--- config.mk ---
export PLATFORM = sky130hd
export DESIGN_NAME = program_loader_flat
export DESIGN_NICKNAME = d
export VERILOG_FILES = /design/src/rtl/program_loader_pkg.sv /design/src/rtl/program_loader_if.sv /design/src/rtl/program_loader_memory_mux.sv /design/src/rtl/program_loader.sv /design/src/flat_wrapper.sv
export SDC_FILE = /design/constraint.sdc
export NUM_CORES = 1
export LEC_CHECK = 0
export ABC_AREA = 1
export CAP_MARGIN = 0
export CORE_MARGIN = 8
export CORE_UTILIZATION = 25
export DETAILED_ROUTE_END_ITERATION = 12
export DONT_BUFFER_PORTS = 1
export SYNTH_ARGS = -nofsm -noshare
export SYNTH_HDL_FRONTEND = slang
export SYNTH_SLANG_ARGS = --single-unit
export TNS_END_PERCENT = 50
--- constraint.sdc ---
create_clock -name CLOCK -period 2.7 [get_ports CLOCK]
set_input_delay 0.54 -clock CLOCK [delete_from_list [all_inputs] [get_ports CLOCK]]
set_output_delay 0.54 -clock CLOCK [all_outputs]
set_load 0.01 [all_outputs]
--- src/rtl/program_loader_pkg.sv ---
// Shared widths, memory command encoding and loader state type for the boot loader.
package program_loader_pkg;

  localparam int REGSIZE = 8;

  typedef logic [REGSIZE-1:0] DEFAULT_TYPE;

  typedef enum logic [1:0] {
    MEMORY_STAY  = 2'd0,
    MEMORY_READ  = 2'd1,
    MEMORY_WRITE = 2'd2
  } MEMORY_FLAG_TYPE;

  typedef enum logic [2:0] {
    LD_IDLE    = 3'd0,
    LD_HEADER  = 3'd1,
    LD_WRITE   = 3'd2,
    LD_CHECK   = 3'd3,
    LD_RELEASE = 3'd4,
    LD_RUN     = 3'd5,
    LD_ERROR   = 3'd6
  } LOADER_STATE_TYPE;

  // The CPU owns the memory port from the release cycle onward.
  function automatic logic cpu_owns_port(LOADER_STATE_TYPE s);
    return (s == LD_RELEASE) || (s == LD_RUN);
  endfunction

endpackage

--- src/rtl/program_loader_if.sv ---
// Byte-stream, CPU-request and memory-port signals of the program loader.
interface program_loader_if;
  import program_loader_pkg::*;

  logic            in_valid;
  DEFAULT_TYPE     in_data;
  logic            in_ready;
  DEFAULT_TYPE     cpu_address;
  MEMORY_FLAG_TYPE cpu_rw_flag;
  DEFAULT_TYPE     cpu_write_value;
  DEFAULT_TYPE     address;
  MEMORY_FLAG_TYPE rw_flag;
  DEFAULT_TYPE     write_memory_value;

  modport slave (
    input  in_valid, in_data, cpu_address, cpu_rw_flag, cpu_write_value,
    output in_ready, address, rw_flag, write_memory_value
  );

  modport master (
    output in_valid, in_data, cpu_address, cpu_rw_flag, cpu_write_value,
    input  in_ready, address, rw_flag, write_memory_value
  );

endinterface

--- src/rtl/program_loader_memory_mux.sv ---
// Combinational selection of the memory port between the CPU and the loader write path.
module loader_memory_mux
  import program_loader_pkg::*;
(
  input  logic            cpu_sel_i,
  input  logic            ld_write_i,
  input  DEFAULT_TYPE     ld_address_i,
  input  DEFAULT_TYPE     ld_value_i,
  input  DEFAULT_TYPE     cpu_address_i,
  input  MEMORY_FLAG_TYPE cpu_rw_flag_i,
  input  DEFAULT_TYPE     cpu_write_value_i,
  output DEFAULT_TYPE     address_o,
  output MEMORY_FLAG_TYPE rw_flag_o,
  output DEFAULT_TYPE     write_memory_value_o
);

  always_comb begin
    address_o            = '0;
    rw_flag_o            = MEMORY_STAY;
    write_memory_value_o = '0;
    if (cpu_sel_i) begin
      address_o            = cpu_address_i;
      rw_flag_o            = cpu_rw_flag_i;
      write_memory_value_o = cpu_write_value_i;
    end else if (ld_write_i) begin
      address_o            = ld_address_i;
      rw_flag_o            = MEMORY_WRITE;
      write_memory_value_o = ld_value_i;
    end
  end

endmodule

--- src/rtl/program_loader.sv ---
// Boot loader: holds the CPU in reset, writes a framed byte stream to memory 0..N-1, verifies its checksum, then releases the CPU.
module program_loader
  import program_loader_pkg::*;
(
  input  logic             CLOCK,
  input  logic             RESET,
  input  logic             LOAD_START,
  program_loader_if.slave  bus,
  output logic             cpu_reset,
  output logic             load_error,
  output DEFAULT_TYPE      load_count
);

  LOADER_STATE_TYPE state_q, state_d;
  DEFAULT_TYPE      count_q, count_d;
  DEFAULT_TYPE      len_q, len_d;
  DEFAULT_TYPE      sum_q, sum_d;
  logic             error_q, error_d;

  logic in_ready;
  logic accept;
  logic ld_write;

  // Ready is a pure state decode so it never depends on in_valid.
  assign in_ready = (state_q == LD_HEADER) || (state_q == LD_WRITE) || (state_q == LD_CHECK);
  assign accept   = bus.in_valid && in_ready;
  assign ld_write = accept && !LOAD_START && (state_q == LD_WRITE);

  always_ff @(posedge CLOCK or posedge RESET) begin
    if (RESET) begin
      state_q <= LD_IDLE;
      count_q <= '0;
      len_q   <= '0;
      sum_q   <= '0;
      error_q <= 1'b0;
    end else begin
      state_q <= state_d;
      count_q <= count_d;
      len_q   <= len_d;
      sum_q   <= sum_d;
      error_q <= error_d;
    end
  end

  always_comb begin
    state_d = state_q;
    count_d = count_q;
    len_d   = len_q;
    sum_d   = sum_q;
    error_d = error_q;
    if (LOAD_START) begin
      // A restart discards any byte presented alongside it.
      state_d = LD_HEADER;
      count_d = '0;
      sum_d   = '0;
      error_d = 1'b0;
    end else begin
      case (state_q)
        LD_HEADER: begin
          if (accept) begin
            len_d   = bus.in_data;
            sum_d   = '0;
            state_d = (bus.in_data == '0) ? LD_CHECK : LD_WRITE;
          end
        end
        LD_WRITE: begin
          if (accept) begin
            count_d = count_q + DEFAULT_TYPE'(1);
            sum_d   = sum_q + bus.in_data;
            if (count_q + DEFAULT_TYPE'(1) == len_q) begin
              state_d = LD_CHECK;
            end
          end
        end
        LD_CHECK: begin
          if (accept) begin
            if (bus.in_data == sum_q) begin
              state_d = LD_RELEASE;
            end else begin
              state_d = LD_ERROR;
              error_d = 1'b1;
            end
          end
        end
        LD_RELEASE: state_d = LD_RUN;
        default:    state_d = state_q;
      endcase
    end
  end

  loader_memory_mux u_mux (
    .cpu_sel_i            (cpu_owns_port(state_q)),
    .ld_write_i           (ld_write),
    .ld_address_i         (count_q),
    .ld_value_i           (bus.in_data),
    .cpu_address_i        (bus.cpu_address),
    .cpu_rw_flag_i        (bus.cpu_rw_flag),
    .cpu_write_value_i    (bus.cpu_write_value),
    .address_o            (bus.address),
    .rw_flag_o            (bus.rw_flag),
    .write_memory_value_o (bus.write_memory_value)
  );

  assign bus.in_ready = in_ready;
  assign cpu_reset    = (state_q != LD_RUN);
  assign load_error   = error_q;
  assign load_count   = count_q;

endmodule

--- src/flat_wrapper.sv ---
// flat-port wrapper written by rule: the top's interface ports become plain ports
module program_loader_flat import program_loader_pkg::*;
  (CLOCK, RESET, LOAD_START, cpu_reset, load_error, load_count, bus_in_valid, bus_in_data, bus_cpu_address, bus_cpu_rw_flag, bus_cpu_write_value, bus_in_ready, bus_address, bus_rw_flag, bus_write_memory_value);
  program_loader_if bus_i ();
  input  logic CLOCK;
  input  logic RESET;
  input  logic LOAD_START;
  output logic cpu_reset;
  output logic load_error;
  output DEFAULT_TYPE load_count;
  input wire logic [$bits(bus_i.in_valid)-1:0] bus_in_valid;
  input wire logic [$bits(bus_i.in_data)-1:0] bus_in_data;
  input wire logic [$bits(bus_i.cpu_address)-1:0] bus_cpu_address;
  input wire logic [$bits(bus_i.cpu_rw_flag)-1:0] bus_cpu_rw_flag;
  input wire logic [$bits(bus_i.cpu_write_value)-1:0] bus_cpu_write_value;
  output wire logic [$bits(bus_i.in_ready)-1:0] bus_in_ready;
  output wire logic [$bits(bus_i.address)-1:0] bus_address;
  output wire logic [$bits(bus_i.rw_flag)-1:0] bus_rw_flag;
  output wire logic [$bits(bus_i.write_memory_value)-1:0] bus_write_memory_value;
  assign bus_i.in_valid = bus_in_valid;
  assign bus_i.in_data = bus_in_data;
  assign bus_i.cpu_address = bus_cpu_address;
  assign bus_i.cpu_rw_flag = bus_cpu_rw_flag;
  assign bus_i.cpu_write_value = bus_cpu_write_value;
  assign bus_in_ready = bus_i.in_ready;
  assign bus_address = bus_i.address;
  assign bus_rw_flag = bus_i.rw_flag;
  assign bus_write_memory_value = bus_i.write_memory_value;
  program_loader u_core (.CLOCK(CLOCK), .RESET(RESET), .LOAD_START(LOAD_START), .bus(bus_i), .cpu_reset(cpu_reset), .load_error(load_error), .load_count(load_count));
endmodule
; ---- Word level (Yosys, flattened, before mapping)
; Index checks and enable logic that the tools add are counted.
[classes]
bitwise_logic = 1
n_eq_ne = 13
muxes = 25
reduce_logical = 18
addsub = 2
[op_table]
columns = cell, count
row1 = $mux W8, 10
row2 = $eq A8 B8 Y1, 2
row3 = $pmux W8 S2, 1
row4 = $mux W3, 5
row5 = $pmux W3 S4, 1
row6 = $ne A3 B2 Y1 const B, 3
row7 = $reduce_and A3 Y1, 3
row8 = $add A8 B1 Y8 const B, 1
row9 = $add A8 B8 Y8, 1
row10 = $logic_not A8 Y1, 1
row11 = $eq A3 B2 Y1 const B, 2
row12 = $eq A3 B3 Y1 const B, 2
row13 = $mux W2, 3
row14 = $ne A3 B3 Y1 const B, 2
row15 = $reduce_bool A2 Y1, 3
row16 = $mux W1, 5
row17 = $reduce_and A5 Y1, 1
row18 = $reduce_bool A5 Y1, 1
row19 = $eq A3 B1 Y1 const B, 1
row20 = $logic_and A1 B1 Y1, 3
row21 = $logic_or A1 B1 Y1, 3
row22 = $reduce_bool A3 Y1, 1
row23 = $ne A2 B2 Y1 const B, 1
row24 = $reduce_and A2 Y1, 1
row25 = 2 further kinds, 2
[word_totals]
regBits = 28
elab_cells = 64
inputBits = 30
output_inout_bits = 29

; ---- Longest topological paths before layout
; Gate-level depths: netlist of run 1.
[depth]
depth_word = 8
ltp_mapped = 14
ltp_nobuf = 14

; ---- Cells and area by module
; Synthesis of run 1 repeated with hierarchy kept, for this count alone.
[hier_totals]
cells_unflattened = 297
hier_area_um2 = 2222.1
[modules_own_cells]
columns = module, seq_area_each_um2, area_each_um2, instances, cells_each
row1 = program_loader, 700.7, 1854.3, 1, 238
row2 = loader_memory_mux, 0.0, 367.9, 1, 59

; ---- Worst setup path before layout of run 1
; No wires, ideal clock.
[synth_timing]
kind = input-to-reg
from = input port bus_in_data[0]
to = register u_core.sum_q[6]
setup_slack_ns = 0.804
setup_time_ns = 0.121
required_time_ns = 2.579
t_arrival_ns = 1.774
stages = 10
path_buffers = 0
path_cell_list = ha_1 -> fa_1 -> a21oi_1 -> o21ai_0 -> nand2_1 -> nand2_1 -> a21oi_1 -> nand2_1 -> nand2_1 -> o21ai_1
[synth_between]
elab_chain_cells = 4
[synth_lines]
columns = element, line
row1 = from (decl), flat_wrapper.sv:12  ; input wire logic [$bits(bus_i.in_data)-1:0] bus_in_data;
row2 = $add A8 B8 Y8, program_loader.sv:69  ; sum_d = sum_q + bus.in_data;
row3 = $mux W8, program_loader.sv:67  ; if (accept) begin
row4 = $pmux W8 S2, program_loader.sv:58  ; case (state_q)
row5 = $mux W8, program_loader.sv:51  ; if (LOAD_START) begin
row6 = to (signal assigned), program_loader.sv:40  ; sum_q <= sum_d;
row7 = to (decl), program_loader.sv:17  ; DEFAULT_TYPE sum_q, sum_d;
; Every way passes these cells. The select of a mux whose other input is x is not followed.
; A chain may end at the register's enable or synchronous reset.

; ---- Final worst setup path of run 1
[layout_timing]
from = register u_core.state_q[0]
to = output port bus_address[2]
[layout_between]
elab_chain_cells = 8
elab_cells_between_ends = 13
cone_classes = eq/ne (5) / mux (2) / reduce/logical (6)
[layout_lines]
columns = element, line
row1 = from (decl), program_loader.sv:14  ; LOADER_STATE_TYPE state_q, state_d;
row2 = from (signal assigned), program_loader.sv:37  ; state_q <= state_d;
row3 = $eq A3 B1 Y1 or $eq A3 B2 Y1 (tied branches), "program_loader.sv:25, program_loader.sv:27"
row4 = $logic_or A1 B1 Y1 (2 in a row), program_loader.sv:25  ; assign in_ready = (state_q == LD_HEADER) || (state_q == LD_WRITE) || (state_q == LD_CHECK);
row5 = $logic_and A1 B1 Y1, program_loader.sv:26  ; assign accept = bus.in_valid && in_ready;
row6 = $logic_and A1 B1 Y1 (2 in a row), program_loader.sv:27  ; assign ld_write = accept && !LOAD_START && (state_q == LD_WRITE);
row7 = $mux W8, program_loader_memory_mux.sv:25  ; end else if (ld_write_i) begin
row8 = $mux W8 *, program_loader_memory_mux.sv:21  ; if (cpu_sel_i) begin
row9 = to (decl), flat_wrapper.sv:17  ; output wire logic [$bits(bus_i.address)-1:0] bus_address;
; Every way passes the cells marked *; elsewhere a longest branch is shown, timed or not.

==> results by group, run 1 <==
Global route
  – Largest net degree at the start of global routing: 29
  – Global route overflow: 0
  – First-pass GRT wire length: slightly below 10000 µm
  – GRT Resource Usage Total: 10.7%
  – Vias in the first global route: around 1.9k
  – Initial antenna violation count: 0

Die
  – Core ar.: 8180 µm²
  – # IOs: slightly below 60
  – Die X: roughly 110 µm
  – Num rows: 33
  – Die area: roughly 12000 µm²
  – Die H: 107 µm
  – Initial Utilization: 25.5%

Logic synthesis
  – Post-Syn Area: 2090 µm²
  – Instance count of the mapped netlist: 312
  – Syn. warnings: 0
  – Number of synthesized flops with an enable pin: 0
  – Primary FF master, synth: dfrtp_1
  – Synth Register Bits: 28
  – Synth Net Count: 351
  – Async SR Flop Fraction: 100%
  – Syn Area/Cell: 6.69 µm²
  – Sequential cell area fraction in the yosys report: 33.6%
  – Library cells used by synthesis: 38

Detailed routing
  – Detail Route Antenna Nets: 0
  – Via count: 1981
  – Wirelength per Cell: 13.9 µm
  – Via density per instance: 4.73
  – Residual DRC: 0
  – DRT iter0 DRCs: 112
  – Routed WL: approximately 5800 µm
  – Drt first pass iters: 4

Timing
  – RSZ-0062 raised after global routing: false
  – Fin worst setup slack: ~230 ps
  – Final min period: 2470 ps
  – Worst Skew: roughly 3.1 ps
  – Endpoints failing setup: 0
  – Relative slew margins: roughly 70%
  – Worst Max-Slew Pin Slew: 444 ps
  – TNS Setup: 0 ps
  – Max Slew Vio Count: 0
  – Hold Violations, Final: 0
  – Period utilization: 91.4%
  – Fmax: 0.405 GHz

CTS
  – CTS buffer count: 3
  – Clock Tree Root: clkbuf_8
  – H-tree Lvls: 1
  – Clk slew on worst S/H paths: 100 ps
  – Longest Clk Path Bufs: 2
  – Worst-Skew Late Latency: 280 ps
  – Cts hold-fix bufs: 0
  – CTS tree: yes
  – Num Clock Sinks: 28

Layout
  – Finished Core Util: 27.9%
  – Filler cell count: approximately 900
  – Antenna cells: 0
  – P&R area growth vs syn: 9.35%
  – Layout Nets: 354
  – Layout cells sized above 1: 7.01%

Worst setup path
  – CP Data Required Time: 2160 ps
  – Critical R2R Launch: u_core.load_count[0]
  – R2R cell count: 12
  – Worst-path cell chain: inv_1 -> nand2_1 -> nand3_2 -> nor2_1 -> nand2_2 -> buf_4 -> o21ai_0
  – RR Endpoint: u_core.state_q[2]
  – Critical path capture point type: primary output
  – R2r setup slk: a little under 800 ps
  – Slowest stage cell, crit path: dfrtp_1
  – Crit start category: register
  – Crit-path max FO: 12
  – Critical Path Max Stage Delay: 430 ps
  – Worst Setup Path Type: reg2out
  – Crit path DAT: 1930 ps

Power
  – Pleak: 1.09 nW
  – Total power: 0.00175 W
  – P per Cell Area: between 700 and 800 nW/µm²
  – Peak VDD IR: 0.000265 V

Status
  – Status: completed

Placement
  – DP HPWL: 4730 µm
  – RePlAce Congestion: around 0.84
  – Dpl ws: slightly above 400 ps
  – Port Buffer Count: 0

Job
  – Maxcap violations: 0

Min path
  – Worst min path class: in2async
[state kept, by name, indices dropped and copies added, names as in the netlist]
register / flops
u_core.load_error: 1
u_core.state_q: 3
u_core.len_q: 8
u_core.load_count: 8
u_core.sum_q: 8
[per-stage QoR]
step | std cells | hold WS, ps | instance area [µm²]
2_1_floorplan | 312 | 459 | 2090
3_3_place_gp | 415 | 473 | 2210
3_5_place_dp | 415 | 477 | 2210
4_1_cts | 419 | 230 | 2280
5_1_grt | 419 | 237 | 2280
6_report | 419 | 216 | 2280
[synthesized netlist by cell type (2+ instances only)]
library cell | n | area, µm²
a21oi_1 | 7 | 35.0
buf_2 | 2 | 10.0
dfrtp_1 | 28 | 701
ha_1 | 8 | 100
inv_1 | 46 | 173
inv_2 | 2 | 7.51
nand2_1 | 97 | 364
nand2_2 | 3 | 18.8
nand3_1 | 30 | 150
nand4_1 | 2 | 12.5
nor2_1 | 17 | 63.8
nor2_2 | 2 | 12.5
nor4_1 | 2 | 12.5
o21ai_0 | 34 | 170
o21ai_1 | 4 | 20.0
o21ai_2 | 3 | 26.3
o21bai_1 | 2 | 15.0
o22ai_1 | 3 | 18.8
[final cells by class]
class | count | area, µm² | share of cell area, %
clock buffer | 3 | 41.3 | 1.81
timing repair buffer | 3 | 22.5 | 0.986
clock inverter | 1 | 30.0 | 1.32
sequential | 28 | 701 | 30.7
inverter | 49 | 184 | 8.05
tap | 105 | 131 | 5.75
multi-input combinational | 230 | 1170 | 51.4
[logic make-up after synthesis]
family	after synthesis	synth area share, %
simple gates	159	32.6
compound gates	60	16.9
fa+ha+maj	9	5.75
buf+inv	54	10.4
flops	28	33.6
xor+xnor	2	0.839
[critical path, delay by kind of cell, from the launching register on]
kind	cells	cell delay, ps
compound gates	1	320
buf+inv	2	350
flops	1	430
simple gates	4	550
[routing by layer]
layer	vias up	part of all wire [%]	global-route usage, %
met3	5	11	4.13
met2	62	44	16.6
met5	-	0	0
li1	1014	-	-
met1	900	44	13.5
met4	0	0.98	2.78
[worst max-delay path by stage]
stage | start | end | slack (ps) | cells past startpoint
after floorplan | bus_in_data[0] | u_core.sum_q[6] | 800 | 10
after global placement | u_core.state_q[0] | bus_address[1] | 490 | 7
after detailed placement | u_core.state_q[0] | bus_address[1] | 410 | 7
after CTS | u_core.state_q[0] | bus_address[1] | 80 | 7
after global routing | u_core.state_q[0] | bus_address[2] | 10 | 7
final | u_core.state_q[0] | bus_address[2] | 230 | 7
[cell usage in the layout (no fill, tap or decap), drive strengths merged]
cell and count:
a211oi 1, o21bai 2, a21boi 1, bufinv 1, nor2 20, a21oi 7
a21o 1, nand3b 1, nand2 100, o21ai 41, clkbuf 3, and2 1
nor4 2, inv 48, ha 8, nand3 31, o22ai 3, buf 3
fa 1, nor3 1, o21a 1, a32o 1, or2 1, dfrtp 28
a31oi 2, clkinv 1, xor2 1, xnor2 1, nand4 2
[what timing repair did]
item                                    CTS  global route
endpoints found under the setup margin    0             7
resized for setup                         0             7
buffers inserted                          0             0
hold endpoints to repair                  0             0
[report_power, final]
part / switching, W / internal [W] / leakage [nW]
registers: 0.000106 / 0.000531 / 0.374
logic: 0.000512 / 0.000258 / 0.677
clock network: 0.000142 / 0.000199 / 0.0357
Power figures use the tool's default switching activity.
==> run 2: changes to the inputs <==
--- a/config.mk
+++ b/config.mk
@@ -8,9 +8,10 @@
 export ABC_AREA = 1
 export CAP_MARGIN = 0
 export CORE_MARGIN = 8
-export CORE_UTILIZATION = 25
+export CORE_UTILIZATION = 65
 export DETAILED_ROUTE_END_ITERATION = 12
 export DONT_BUFFER_PORTS = 1
+export PLACE_DENSITY = 0.81
 export SYNTH_ARGS = -nofsm -noshare
 export SYNTH_HDL_FRONTEND = slang
 export SYNTH_SLANG_ARGS = --single-unit
==> run 2 against run 1 <==
  * Sequential power about the same
  * Die area down 54%
  * Cell count down 15%
  * Clock skew up 6.3 ps
  * Worst hold slack worse by 86 ps
  * Global-route usage up 7.9 points
  * Sequential cell count unchanged
  * Register-to-register slack worse by 90 ps
  * Critical path depth down 1
  * Routed wire length down 15%
  * Maximum frequency up 2.1%
  * Critical path type unchanged
  * Largest power group unchanged
  * Highest routed layer unchanged
==> results by group, run 2 (synthesis results as in run 1) <==
Layout
  – P&R area growth vs syn: 3.30%
  – Filler cell count: 281 (-69%)
  – Layout Nets: 352 (-0.56%)
  – Finished Core Util: 70.7% (+43 points)
  – Most common cell after layout, fill and taps aside: nand2_1
  – Layout cells sized above 1: 6.41% (-0.60 points)
  – Antenna cells: 0 (unchanged)
  – Most frequent cells in the layout: nand2_1 (96), inv_1 (46), nand3_1 (30)

CTS
  – Longest Clk Path Bufs: 2 (unchanged)
  – Num Clock Sinks: 28 (unchanged)
  – Worst-Skew Late Latency: 340 ps (+60 ps)
  – Clock Tree Root: clkbuf_4
  – Post-CTS setup buffers: 0 (unchanged)
  – H-tree Lvls: 1 (unchanged)
  – CTS tree: yes
  – Clk slew on worst S/H paths: 150 ps (+50 ps)
  – CTS buffer count: 3 (unchanged)

Detailed routing
  – WL met1: 2040 µm (-20%)
  – WL met2: 2450 µm (-4.4%)
  – Detail Route Antenna Nets: 0 (unchanged)
  – Via density per instance: 5.41 (+14%)
  – Residual DRC: 0 (unchanged)
  – DRT iter0 DRCs: 99 (-12%)
  – Via count: 1927 (-2.7%)
  – Routed WL: 4930 µm (-15%)
  – Wirelength per Cell: 13.8 µm (-0.17%)
  – Drt first pass iters: 4 (unchanged)
  – Met3 routed WL: 415 µm (-35%)
  – Top Layer Used: met4

Global route
  – Vias in the first global route: 1756 (-9.9%)
  – Largest net degree at the start of global routing: 29 (unchanged)
  – Global route overflow: 0 (unchanged)
  – GRT Resource Usage Total: 18.6% (+7.9 points)
  – Initial antenna violation count: 0 (unchanged)
  – First-pass GRT wire length: 8020 µm (-19%)

Worst setup path
  – Crit-path max FO: 22 (+10)
  – Crit start category: register
  – Critical path capture point type: primary output
  – Worst Setup Path Type: reg2out
  – Crit path DAT: 1880 ps (-50 ps)
  – CP Data Required Time: 2160 ps (about the same)

Timing
  – Worst Skew: 9.44 ps (+6.35 ps)
  – Max Slew Vio Count: 0 (unchanged)
  – Period utilization: 89.6% (-1.8 points)
  – Final min period: 2420 ps (-49.7 ps)
  – Fmax: 0.413 GHz (+2.1%)
  – RSZ-0062 raised after global routing: false
  – Relative slew margins: 63.7% (-6.5 points)
  – Hold Violations, Final: 0 (unchanged)
  – TNS Setup: 0 ps (unchanged)
  – Worst Max-Slew Pin Slew: 544 ps (+100 ps)
  – Endpoints failing setup: 0 (unchanged)

Die
  – Initial Utilization: 68.4% (+43 points)
  – Num rows: 20 (-39%)
  – Die X: 72.7 µm (-32%)
  – Core ar.: 3050 µm² (-63%)
  – Die H: 72.7 µm (-32%)
  – # IOs: 59 (unchanged)
  – Die area: 5280 µm² (-54%)

Power
  – Peak VDD IR: 0.000486 V (+83%)
  – Pleak: 1.06 nW (-2.4%)
  – P per Cell Area: 740 nW/µm² (-3.3%)

Job
  – Maxcap violations: 0 (unchanged)

Min path
  – Worst min path class: in2async

Placement
  – Port Buffer Count: 0 (unchanged)
  – DP HPWL: 4000 µm (-15%)
  – RePlAce Congestion: 0.967 (+15%)

Status
  – Status: completed
[run 2: cell count changes in the layout (fill, tap and decap cells not counted), sizes merged]
cell	change
buf	-2
clkbuf	+1
bufinv	-1
[run 2: layer usage]
metal | up-vias | track usage (%)
li1 | 1012 | -
met1 | 857 | 21.0
met2 | 54 | 33.4
met3 | 4 | 5.22
met4 | 0 | 4.44
met5 | - | 0
[run 2: what timing repair did]
action	CTS	global route
hold buffers	0	0
endpoints found under the setup margin	0	16
gates resized for setup	0	17
[run 2: layout make-up]
type | instances | area [µm²] | share of cell area, %
Clock buffer | 4 | 36.3 | 1.68
Multi-Input combinational cell | 230 | 1170 | 54.4
Sequential cell | 28 | 701 | 32.5
Timing Repair Buffer | 1 | 7.51 | 0.348
Inverter | 49 | 184 | 8.53
Tap cell | 44 | 55.1 | 2.55
[run 2: worst max-delay path: stages, from the launching register on]
cell,delay (ps)
dfrtp_1,450
inv_1,110
nand2_1,80
nand3_2,100
nor2_1,170
nand2_2,280
o21ai_1,330
[run 2: worst paths after layout]
path	cells past startpoint	endpoint	startpoint	slack, ps
worst max-delay path	6	bus_write_memory_value[2]	u_core.state_q[0]	280
worst min-delay path	2	u_core.state_q[0]	RESET	130
worst max register to register	7	u_core.sum_q[3]	u_core.state_q[0]	690
worst min register to register	2	u_core.sum_q[0]	u_core.sum_q[0]	510
max in group asynchronous	2	u_core.load_count[3]	RESET	2300
min in group CLOCK	3	u_core.state_q[1]	LOAD_START	360
[run 2: power by group]
group	internal, W	switching, W	total [W]
clock network	0.0000827	0.000126	0.000209
registers	0.000531	0.000105	0.000635
logic	0.000253	0.000499	0.000752
total	0.000866	0.000731	0.00160
[run 2: metrics by stage]
stage	area, µm²	std cells	hold WS (ps)	worst slack (ps)	total power, W
after floorplan	2090	312	459	804	0.00125
after global placement	2120	352	473	519	0.00137
after detailed placement	2120	352	474	447	0.00139
after CTS	2150	356	142	49.0	0.00160
after global routing	2160	356	159	137	0.00174
final	2160	356	130	281	0.00160
